File: src/rtl/fp_norm_pkg.sv
// rtl/fp_norm_pkg.sv - shared widths, state encoding and flag indices for the FP normalize/round path
package fp_norm_pkg;
    localparam int EXP_W  = 8;
    localparam int FRAC_W = 23;
    localparam int MANT_W = FRAC_W + 5;

    localparam int FLAG_OVF = 3;
    localparam int FLAG_UNF = 2;
    localparam int FLAG_INX = 1;
    localparam int FLAG_ZER = 0;

    localparam logic [EXP_W-1:0] EXP_INF = 8'hFF;

    typedef enum logic [2:0] {
        ST_IDLE     = 3'd0,
        ST_CLASSIFY = 3'd1,
        ST_NORM     = 3'd2,
        ST_ROUND    = 3'd3,
        ST_POST     = 3'd4,
        ST_DONE     = 3'd5
    } norm_state_e;
endpackage

File: src/rtl/fp_round_rne.sv
// rtl/fp_round_rne.sv - round-to-nearest-even on a 24-bit significand with guard/round/sticky
module fp_round_rne (
    input  logic [23:0] sig_i,
    input  logic        g_i,
    input  logic        r_i,
    input  logic        s_i,
    output logic [23:0] sig_o,
    output logic        carry_o,
    output logic        inexact_o
);
    logic inc;

    // Ties (G=1, R=S=0) round up only when the kept LSB is odd.
    assign inc               = g_i & (r_i | s_i | sig_i[0]);
    assign {carry_o, sig_o}  = {1'b0, sig_i} + {24'd0, inc};
    assign inexact_o         = g_i | r_i | s_i;
endmodule

File: src/rtl/fp_norm_round_ctrl.sv
// rtl/fp_norm_round_ctrl.sv - multi-cycle normalize/round sequencer producing a packed single-precision result
module fp_norm_round_ctrl
    import fp_norm_pkg::*;
(
    input  logic              clk,
    input  logic              rst_n,
    input  logic              in_valid,
    output logic              in_ready,
    input  logic              in_sign,
    input  logic [EXP_W-1:0]  in_exp,
    input  logic [MANT_W-1:0] in_mant,
    output logic              out_valid,
    input  logic              out_ready,
    output logic              out_sign,
    output logic [EXP_W-1:0]  out_exp,
    output logic [FRAC_W-1:0] out_frac,
    output logic [3:0]        out_flags
);
    norm_state_e       state_q, state_d;
    logic              sign_q, sign_d;
    logic [EXP_W:0]    exp_q, exp_d;
    logic [MANT_W-1:0] mant_q, mant_d;
    logic [3:0]        flags_q, flags_d;
    logic              out_valid_q, out_valid_d;
    logic              out_sign_q, out_sign_d;
    logic [EXP_W-1:0]  out_exp_q, out_exp_d;
    logic [FRAC_W-1:0] out_frac_q, out_frac_d;
    logic [3:0]        out_flags_q, out_flags_d;

    logic [23:0]       rnd_sig;
    logic              rnd_carry;
    logic              rnd_inexact;

    fp_round_rne u_round (
        .sig_i     (mant_q[26:3]),
        .g_i       (mant_q[2]),
        .r_i       (mant_q[1]),
        .s_i       (mant_q[0]),
        .sig_o     (rnd_sig),
        .carry_o   (rnd_carry),
        .inexact_o (rnd_inexact)
    );

    assign in_ready  = rst_n & (state_q == ST_IDLE);
    assign out_valid = out_valid_q;
    assign out_sign  = out_sign_q;
    assign out_exp   = out_exp_q;
    assign out_frac  = out_frac_q;
    assign out_flags = out_flags_q;

    always_comb begin
        state_d     = state_q;
        sign_d      = sign_q;
        exp_d       = exp_q;
        mant_d      = mant_q;
        flags_d     = flags_q;
        out_valid_d = out_valid_q;
        out_sign_d  = out_sign_q;
        out_exp_d   = out_exp_q;
        out_frac_d  = out_frac_q;
        out_flags_d = out_flags_q;

        case (state_q)
            ST_IDLE: begin
                if (in_valid) begin
                    sign_d  = in_sign;
                    exp_d   = {1'b0, in_exp};
                    mant_d  = in_mant;
                    flags_d = 4'd0;
                    state_d = ST_CLASSIFY;
                end
            end
            ST_CLASSIFY: begin
                if (mant_q == '0) begin
                    flags_d[FLAG_ZER] = 1'b1;
                    exp_d   = '0;
                    sign_d  = 1'b0;
                    state_d = ST_DONE;
                end else if (exp_q == '0) begin
                    flags_d[FLAG_UNF] = 1'b1;
                    exp_d   = '0;
                    mant_d  = '0;
                    sign_d  = 1'b0;
                    state_d = ST_DONE;
                end else if (mant_q[27]) begin
                    // The old sticky bit falls off the end, so fold it into the new sticky.
                    mant_d  = {1'b0, mant_q[27:2], mant_q[1] | mant_q[0]};
                    exp_d   = exp_q + 9'd1;
                    state_d = ST_ROUND;
                end else if (mant_q[26]) begin
                    state_d = ST_ROUND;
                end else begin
                    state_d = ST_NORM;
                end
            end
            ST_NORM: begin
                if (exp_q == 9'd1) begin
                    flags_d[FLAG_UNF] = 1'b1;
                    exp_d   = '0;
                    mant_d  = '0;
                    sign_d  = 1'b0;
                    state_d = ST_DONE;
                end else begin
                    mant_d  = mant_q << 1;
                    exp_d   = exp_q - 9'd1;
                    if (mant_q[25]) state_d = ST_ROUND;
                end
            end
            ST_ROUND: begin
                mant_d = {1'b0, (rnd_carry ? {1'b1, rnd_sig[23:1]} : rnd_sig), 3'b000};
                exp_d  = exp_q + {8'd0, rnd_carry};
                flags_d[FLAG_INX] = rnd_inexact;
                state_d = ST_POST;
            end
            ST_POST: begin
                if (exp_q >= {1'b0, EXP_INF}) begin
                    flags_d[FLAG_OVF] = 1'b1;
                    exp_d  = {1'b0, EXP_INF};
                    mant_d = '0;
                end
                state_d = ST_DONE;
            end
            ST_DONE: begin
                out_sign_d  = sign_q;
                out_exp_d   = exp_q[EXP_W-1:0];
                out_frac_d  = mant_q[25:3];
                out_flags_d = flags_q;
                out_valid_d = 1'b1;
                if (out_valid_q && out_ready) begin
                    out_valid_d = 1'b0;
                    state_d     = ST_IDLE;
                end
            end
            default: state_d = ST_IDLE;
        endcase
    end

    always_ff @(posedge clk or negedge rst_n) begin
        if (!rst_n) begin
            state_q     <= ST_IDLE;
            sign_q      <= 1'b0;
            exp_q       <= '0;
            mant_q      <= '0;
            flags_q     <= '0;
            out_valid_q <= 1'b0;
            out_sign_q  <= 1'b0;
            out_exp_q   <= '0;
            out_frac_q  <= '0;
            out_flags_q <= '0;
        end else begin
            state_q     <= state_d;
            sign_q      <= sign_d;
            exp_q       <= exp_d;
            mant_q      <= mant_d;
            flags_q     <= flags_d;
            out_valid_q <= out_valid_d;
            out_sign_q  <= out_sign_d;
            out_exp_q   <= out_exp_d;
            out_frac_q  <= out_frac_d;
            out_flags_q <= out_flags_d;
        end
    end
endmodule

File: config.mk
export PLATFORM = sky130hd
export DESIGN_NAME = fp_norm_round_ctrl
export DESIGN_NICKNAME = d
export VERILOG_FILES = /design/src/rtl/fp_norm_pkg.sv /design/src/rtl/fp_round_rne.sv /design/src/rtl/fp_norm_round_ctrl.sv
export SDC_FILE = /design/constraint.sdc
export NUM_CORES = 1
export LEC_CHECK = 0
export BUFFER_PORTS_ARGS = -buffer_cell sky130_fd_sc_hd__buf_2
export CORE_AREA = 5 5 104 106
export DETAILED_ROUTE_END_ITERATION = 8
export DIE_AREA = 0 0 109 111
export GPL_ROUTABILITY_DRIVEN = 0
export HOLD_SLACK_MARGIN = 0.08
export MAX_ROUTING_LAYER = met4
export PLACE_DENSITY = 0.87
export SYNTH_ARGS = -nofsm -noshare
export SYNTH_HDL_FRONTEND = slang
export SYNTH_HIERARCHICAL = 1
export SYNTH_SLANG_ARGS = --single-unit
File: constraint.sdc
create_clock -name clk -period 4.4 [get_ports clk]
set_clock_uncertainty 0.15 [all_clocks]
set_input_delay 0.22 -clock clk [delete_from_list [all_inputs] [get_ports clk]]
set_output_delay 0.22 -clock clk [all_outputs]
set_load 0.03 [all_outputs]
==> out/metrics.cfg, run 1 <==
[clock_network]
postCtsHoldBufs = 32
post_cts_buffers = 0
clock_path_buffers = 2
numClockSinks = 82
worstSkewPairLatency_ps = 380
cts_made_buffers = 9
cts-root-buf = clkbuf_8
cts_resized = 0
clkTransAtPathRegs_ps = 90
cts_tree = done
htree_levels = 3

[global_routing]
grt.total_usage_pct = 26.2
grt_pass1_vias = 4927
overflow = 0
grt_pass1_wl_um = 24700
grt_max_degree = 84
antenna_found_initial = 0

[setup_path]
cp_slowest_cell = o31a_1
crit_path_max_incr_delay_ps = 910
critPathArrivalTime_ps = 3720
cp-end-kind = register
critPathLaunchType = register
path_cells = inv_1 > ha_1 > or3b_1 > o31a_1 > o21ai_2 > o21ai_0 > o32ai_1
required_ps = 4490
critPathKind = reg -> reg
crit_fanout = 29

[cells_and_area]
stdcell_area_um2 = 6450
fin_util_pct = 66.6
antenna_cells = 0
area_growth_pct = 16.9
fin_nets = 698
stdcell_count = 788
drive_above_1_share_pct = 29.6

[sta]
fin_tns_setup_ps = 0
setup_viol = 0
tightest_slew_ps = 1140
rsz0062_at_grt = false
slew_headroom_pct = 24.3
fmax_ghz = 0.276
drv_slew = 0
final.period_utilization_pct = 82.3
hold_violations = 0
timing.hold.ws_ps = 82.5
post-route-min-period_ps = 3620
setup_ws_ps = 779

[pwr]
power_density_nw_per_um2 = 782
ir_drop_mv = 0.398
total_power_mw = 5.05
p_leak_nw = 2.92

[yosys]
yosys_warnings = 6
synth_nets = 606
synth-edff-count = 0
yosysSeqAreaShare_pct = 37.2
synth_top_area_share_pct = 37.2
synth_area_um2 = 5520
synth-seq-cells = 82
yosys-top-cells-area = dfrtp_1, mux2_2, nand2_1
synthFlopType = dfrtp_1
async_flop_share_pct = 100
syn_inst = 558
yosysUniqueCellTypes = 71
ys_top_cells_by_count = dfrtp_1, nand2_1, mux2_2
synth_top_area_cell = dfrtp_1
syn_area_per_cell_um2 = 9.89
synth_most_common_cell = dfrtp_1

[run_status]
status = finished with violations
violations = DRC

[detailed_routing]
vias_per_cell = 6.63
via_count = 5224
wl_um = 15200
drc = 2
drt-initial-drc-count = 753
drtAntennaViolNets = 0
avgRoutedWirePerCell_um = 19.3
drtPass1Iterations = 9

[place]
pre_cts_ws_ps = 934
placed_cell_area_um2 = 5940
dp.cells = 740
dp_hpwl_um = 10000
portBuffers = 78

[die]
num_io_pins = 79
rows = 36
die_h_um = 111
die_area_um2 = 12100
initial_core_util_pct = 57.0
dieWidth_um = 109
coreArea_um2 = 9680

[run]
drv_cap = 0

[worst_hold_path]
hold_path_class = in -> reg

==> worst max-delay path, delay by kind of cell, from the launching register on <==
kind / cells / cell delay [ps]
compound gates: 4 / 2120
fa+ha+maj: 1 / 260
buf+inv: 1 / 150
flops: 1 / 510
simple gates: 1 / 290
==> report_power, final <==
group | switching [mW] | total (mW) | internal, mW | leakage (nW)
Clock | 0.294 | 0.557 | 0.263 | 0.0925
Sequential | 0.571 | 1.66 | 1.09 | 1.03
Combinational | 1.58 | 2.83 | 1.25 | 1.79
==> registers in the layout (all words and copies together) (netlist names) <==
| name | cells |
|---|---|
| out_flags | 4 |
| out_exp | 8 |
| out_valid | 1 |
| out_sign | 1 |
| flags_q | 4 |
| out_frac | 23 |
| exp_q | 9 |
| sign_q | 1 |
| mant_q | 28 |
| state_q | 3 |
==> area by class of cell <==
type	count	area, µm²
clock inverters	6	67.6
flip-flops and latches	82	2050
multi-input cells	425	3220
clock buffers	10	128
inverters	16	60.1
well taps	133	166
repair buffers	116	758
fillers	735	3230
==> metal layers <==
layer | vias to the layer above | global-route usage [%] | wire [µm]
met4 | 0 | 12.0 | 691
met5 | - | - | 0
met1 | 2446 | 36.2 | 6110
met3 | 91 | 5.59 | 1650
li1 | 2304 | - | -
met2 | 383 | 36.7 | 6750
==> worst paths after layout <==
path / start / end / slack, ps / cells past startpoint
max in group asynchronous: rst_n / out_frac[13] / 3000 / 2
worst min-delay path: in_mant[8] / mant_q[8] / 80 / 4
worst min register to register: out_exp[3] / out_exp[3] / 330 / 2
worst max register to register: exp_q[1] / exp_q[7] / 780 / 7
min in group asynchronous: rst_n / exp_q[6] / 370 / 2
worst max-delay path: exp_q[1] / exp_q[7] / 780 / 7
==> cells by family after synthesis <==
logic type	count (synthesis)	share of synthesized area (%)
compound gates	125	16.9
xor+xnor	28	4.44
fa+ha+maj	7	1.59
buf+inv	51	4.62
flops	82	37.2
mux	83	17.8
simple gates	182	17.5
==> cell usage in the layout, fill, tap and decap left out, types with 3 or more instances in the layout <==
cell type / count
buf_2: 77
or4_1: 4
o31ai_1: 3
or3_1: 4
xnor2_1: 23
dlygate4sd3_1: 32
mux2_2: 64
o211ai_1: 3
nor4_1: 10
o221ai_1: 6
dfrtp_1: 82
ha_1: 7
mux2_4: 14
nand2_1: 79
mux2i_1: 5
inv_1: 16
buf_4: 7
nor3b_1: 3
nand4_1: 6
clkbuf_8: 9
xor2_1: 5
o21a_1: 3
a21o_1: 3
nor3_1: 6
nor2_1: 21
nand3_1: 16
o32ai_1: 5
a21oi_1: 23
and3_1: 9
o21ai_0: 21
a222oi_1: 24
o22ai_1: 4
Note: power is estimated with default switching activity, not from simulation.
==> run 2: changes to the inputs <==
CORE_AREA = 5 5 109 111   (was 5 5 104 106)
DIE_AREA = 0 0 114 116   (was 0 0 109 111)
PLACE_DENSITY = 0.84   (was 0.87)
clock period = 3.3 ns   (was 4.4 ns; I/O delays follow)
==> out/metrics.cfg, run 2 (synthesis results as in run 1) <==
[run_status]
status = completed

[detailed_routing]
drt-initial-drc-count = 752
avgRoutedWirePerCell_um = 19.0
drtPass1Iterations = 9
wl_um = 15600
vias_per_cell = 6.44
via_count = 5269
drc = 0
drtAntennaViolNets = 0

[global_routing]
overflow = 0
grt.total_usage_pct = 24.5
grt_pass1_wl_um = 25500
antenna_found_initial = 0
grt_max_degree = 51
grt_pass1_vias = 5112

[setup_path]
r2r_cells = 12
cp-end-kind = register
cp-startpoint = mant_q[2]
required_ps = 3370
crit_fanout = 8
crit_end = exp_q[4]
critPathLaunchType = register
critPathArrivalTime_ps = 3240
timing.rr.end = exp_q[4]
critPathKind = reg -> reg
rr_startpoint = mant_q[2]
regToRegSetupSlack_ps = 130

[die]
initial_core_util_pct = 51.6
num_io_pins = 79
coreArea_um2 = 10700
die_area_um2 = 13200
dieWidth_um = 114
die_h_um = 116
rows = 38

[clock_network]
worstSkewPairLatency_ps = 360
htree_levels = 3
cts_made_buffers = 9
cts_tree = done
cts-root-buf = clkbuf_8
post_cts_buffers = 0
clkTransAtPathRegs_ps = 100
numClockSinks = 82
clock_path_buffers = 2

[sta]
rsz0062_at_grt = false
post-route-min-period_ps = 3170
slew_headroom_pct = 47.5
drv_slew = 0
tightest_slew_ps = 781
fmax_ghz = 0.316
hold_violations = 0
setup_ws_ps = 130
fin_tns_setup_ps = 0
setup_viol = 0
final.period_utilization_pct = 96.0

[cells_and_area]
drive_above_1_share_pct = 31.6
area_growth_pct = 21.5
largest_reg_flops = 28
fill_cells = 815
antenna_cells = 0
mostFrequentLayoutCells = dfrtp_1, nand2_1, buf_2
stdcell_area_um2 = 6710
fin_nets = 722
final_common_cell = dfrtp_1
regMostFlops = mant_q

[run]
drv_cap = 0

[pwr]
p_leak_nw = 3.05
ir_drop_mv = 0.517
power_density_nw_per_um2 = 1040

[place]
pre_cts_ws_ps = 177
dp_hpwl_um = 10300
portBuffers = 78
placed_cell_area_um2 = 6090

[worst_hold_path]
hold_path_class = in -> async

run 2: cell count changes in the layout (fill, tap and decap cells not counted), sizes merged:
cell | previous run | this run
buf | 84 | 101
dlygate4sd3 | 32 | 39
clkinvlp | 2 | 0
bufinv | 1 | 2
run 2: per-layer routing:
metal	global-route usage, %	up-vias	part of all wire [%]	wire length, µm
li1	-	2345	-	-
met1	32.2	2511	41	6310
met2	37.4	352	47	7250
met3	4.70	61	9.5	1480
met4	10.1	0	3.4	524
met5	-	-	0	0
run 2: worst min-delay path by stage:
stage                    from        end  slack, ps  cells after the start
global placement        rst_n   exp_q[5]         80                      1
detailed placement      rst_n   exp_q[5]         90                      1
floorplan               rst_n   exp_q[0]       -280                      0
global route        in_exp[0]   exp_q[0]        270                      4
finish                  rst_n  mant_q[0]        220                      2
CTS                 in_exp[0]   exp_q[0]        220                      4
run 2: what timing repair did:
item,4_1_cts,5_1_grt
resized for setup,0,5
endpoints found under the hold margin,89,0
hold buffers,39,0
setup endpoints to repair,0,17
run 2: final cells by class:
type,instances,area (µm²),share of cell area [%]
flip-flops and latches,82,2050,30.6
clock buffers,10,138,2.05
multi-input cells,425,3230,48.2
inverters,16,60.1,0.896
well taps,140,175,2.61
repair buffers,140,972,14.5
clock inverters,5,78.8,1.18
run 2: power by group:
group | internal (mW) | total (mW) | switching [mW]
combinational | 1.79 | 4.03 | 2.24
sequential | 1.45 | 2.11 | 0.652
clock | 0.442 | 0.818 | 0.377
run 2: critical path: stages, from the launching register on:
cell     delay, ps
dfrtp_2        430
and2_1         160
ha_1           180
nand3_1        160
nor4_4         300
and3_4         260
ha_1           210
ha_2           240
nand3_1        150
nor2b_1        200
o32ai_1        270
o311a_1        230
o32ai_1         80
run 2: per-stage QoR:
| stage | hold WS, ps | util (%) | cells | power, mW |
|---|---|---|---|---|
| finish | 221 | 62.7 | 818 | 6.96 |
| global route | 273 | 62.7 | 818 | 7.39 |
| CTS | 225 | 62.6 | 818 | 6.86 |
| detailed placement | 92.9 | 56.9 | 764 | 5.99 |
| global placement | 81.4 | 56.9 | 764 | 5.82 |
| floorplan | -281 | - | 558 | 4.98 |
==> run 3: changes to the inputs <==
ABC_AREA = 1   (was unset)
CORE_AREA = 5 5 111 113   (was 5 5 109 111)
DIE_AREA = 0 0 116 118   (was 0 0 114 116)
PLACE_DENSITY = unset   (was 0.84)
PLACE_DENSITY_LB_ADDON = 0.08   (was unset)
==> out/metrics.cfg, run 3 <==
[yosys]
yosys_warnings = 6
ys_top_cells_by_count = nand2_1, nor2_1, dfrtp_1
synth_top_area_cell = dfrtp_1
syn_inst = 866
synth_top_area_share_pct = 35.2
syn_area_per_cell_um2 = 6.74
synth-seq-cells = 82
synth_most_common_cell = nand2_1
synth_nets = 914
yosysSeqAreaShare_pct = 35.2
synth-edff-count = 0
synth_area_um2 = 5840
synthFlopType = dfrtp_1
async_flop_share_pct = 100
yosys-top-cells-area = dfrtp_1, nand2_1, nor2_1
yosysUniqueCellTypes = 39

[setup_path]
required_ps = 3390
critPathArrivalTime_ps = 3170
crit_path_max_incr_delay_ps = 400
cp.buffers_inverters = 2
regToRegSetupSlack_ps = 220
path_common_cell = nand2_1
cp-startpoint = mant_q[3]
path_cells = nand2_1 > inv_1 > ha_2 > nand3_2 > inv_1 > nand2_2 > nor2_4 > nand3_1 > nor2_2 > ha_1 > ha_1 > nand2_1 > nor2_4 > nand2_1 > nand2_1 > o21ai_0 > nor2_1 > o21ai_0 > nand2_1 > nand2_1
timing.rr.end = exp_q[6]
r2r_cells = 20
critPathKind = reg -> reg
crit_fanout = 8
critPathLaunchType = register
critPathTopFamily = simple AND/OR/NAND/NOR gates
worst-path-stages = 20
cp_slowest_cell = dfrtp_2
crit_end = exp_q[6]
cp-end-kind = register
rr_startpoint = mant_q[3]

[clock_network]
cts_tree = done
cts_made_buffers = 9
clock_path_buffers = 2
cts-root-buf = clkbuf_16
worstSkewPairLatency_ps = 350
numClockSinks = 82
clkTransAtPathRegs_ps = 70
htree_levels = 3

[global_routing]
use_met1_pct = 37.3
grt_use_met2_pct = 37.3
grt_pass1_wl_um = 28000
overflow = 0
grtUsageMet3_pct = 3.55
antenna_found_initial = 0
grt_pass1_vias = 5629
grt.total_usage_pct = 26.0
grt.busiest_layer = met2
grt_max_degree = 73

[sta]
fmax_ghz = 0.325
hold_violations = 0
final.period_utilization_pct = 93.4
post-route-min-period_ps = 3080
setup_viol = 0
timing.hold.ws_ps = 233
slew_headroom_pct = 36.9
tightest_slew_ps = 945
drv_slew = 0

[run]
drv_cap = 0

[cells_and_area]
largest_reg_flops = 28
regMostFlops = mant_q
drive_above_1_share_pct = 18.3
fin_nets = 1032
final_common_cell = nand2_1
seq_area_um2 = 2050
antenna_cells = 0
mostFrequentLayoutCells = nand2_1, nor2_1, dfrtp_1
area_growth_pct = 21.8
multiInputGateArea_um2 = 3300
fill_cells = 1037
stdcell_area_um2 = 7110

[detailed_routing]
wl_um = 17200
avgRoutedWirePerCell_um = 15.2
via_count = 6095
drt-initial-drc-count = 527
drc = 0
drtAntennaViolNets = 0
drtPass1Iterations = 6
vias_per_cell = 5.38

[die]
coreArea_um2 = 11200
num_io_pins = 79
initial_core_util_pct = 52.0
dieWidth_um = 116
rows = 39
die_h_um = 118
die_area_um2 = 13700

[place]
dp_hpwl_um = 12000
portBuffers = 78
placed_cell_area_um2 = 6340

[pwr]
p_leak_nw = 3.59
ir_drop_mv = 0.477
power_density_nw_per_um2 = 1000

[worst_hold_path]
hold_path_class = in -> async

[run_status]
status = completed

run 3: cell count changes in the layout (fill, tap and decap cells not counted), moves of 38 or more:
| cell | change |
|---|---|
| o21ai_0 | +44 |
| nand3_1 | +38 |
| mux2_2 | -64 |
| nor2_1 | +65 |
| nand2_1 | +239 |
| inv_1 | +52 |
run 3: routing by layer:
metal | vias to the layer above | share of wire (%) | routed length [µm]
met2 | 250 | 44 | 7520
met1 | 2812 | 47 | 8040
li1 | 3001 | - | -
met3 | 32 | 7.4 | 1270
met5 | - | 0 | 0
met4 | 0 | 2.3 | 397
run 3: worst register-to-register path, delay by kind of cell, from the launching register on:
family | cells | cell delay (ps)
AND/OR/NAND/NOR | 13 | 1440
adder cells (fa/ha/maj) | 3 | 590
flip-flops | 1 | 400
buffers and inverters | 2 | 210
AO/OA/AOI/OAI | 2 | 170
run 3: cell type report:
cell class	instances	area share, %
clock inverters	6	1.02
well taps	143	2.52
flip-flops and latches	82	28.9
repair inverters	1	0.106
multi-input cells	673	46.4
repair buffers	138	13.4
inverters	79	4.26
clock buffers	10	3.36
run 3: logic make-up (layout without fill, tap and decap cells):
group	count (synthesis)	in the layout	share of synthesized area, %
adder cells (fa/ha/maj)	7	7	1.50
buffers and inverters	111	234	8.55
flip-flops	82	82	35.2
XOR/XNOR	19	19	2.85
AND/OR/NAND/NOR	554	554	43.3
AO/OA/AOI/OAI	93	93	8.66
run 3: power by group:
part / leakage (nW) / total, mW / internal (mW) / switching [mW]
sequential: 1.04 / 1.93 / 1.45 / 0.482
combinational: 2.40 / 4.12 / 1.34 / 2.78
clock: 0.150 / 1.07 / 0.616 / 0.456
total: 3.59 / 7.12 / 3.40 / 3.72
run 3: timing repair:
action	CTS	global route
gates resized for setup	0	9
hold endpoints to repair	87	0
hold buffers	40	0
setup buffers	0	4
setup endpoints to repair	0	25
run 3: metrics by stage:
step / utilization, % / TNS, ps / power (mW) / setup slack [ps] / std cells
6_report: 63.3 / 0 / 7.12 / 219 / 1132
5_1_grt: 63.3 / -2.67 / 7.72 / -2.67 / 1132
4_1_cts: 62.8 / 0 / 7.05 / 90.6 / 1127
3_5_place_dp: 56.5 / 0 / 5.93 / 134 / 1071
3_3_place_gp: 56.5 / 0 / 5.83 / 304 / 1071
2_1_floorplan: - / 0 / 4.93 / 445 / 866
run 3: how the worst min path moves through the flow:
stage                      from            to  slack [ps]
after global placement    rst_n  out_flags[0]          80
after global routing      rst_n  out_flags[2]         290
after CTS                 rst_n     mant_q[9]         270
after floorplan           rst_n      exp_q[0]        -280
after detailed placement  rst_n  out_flags[1]          90
final                     rst_n  out_flags[1]         230
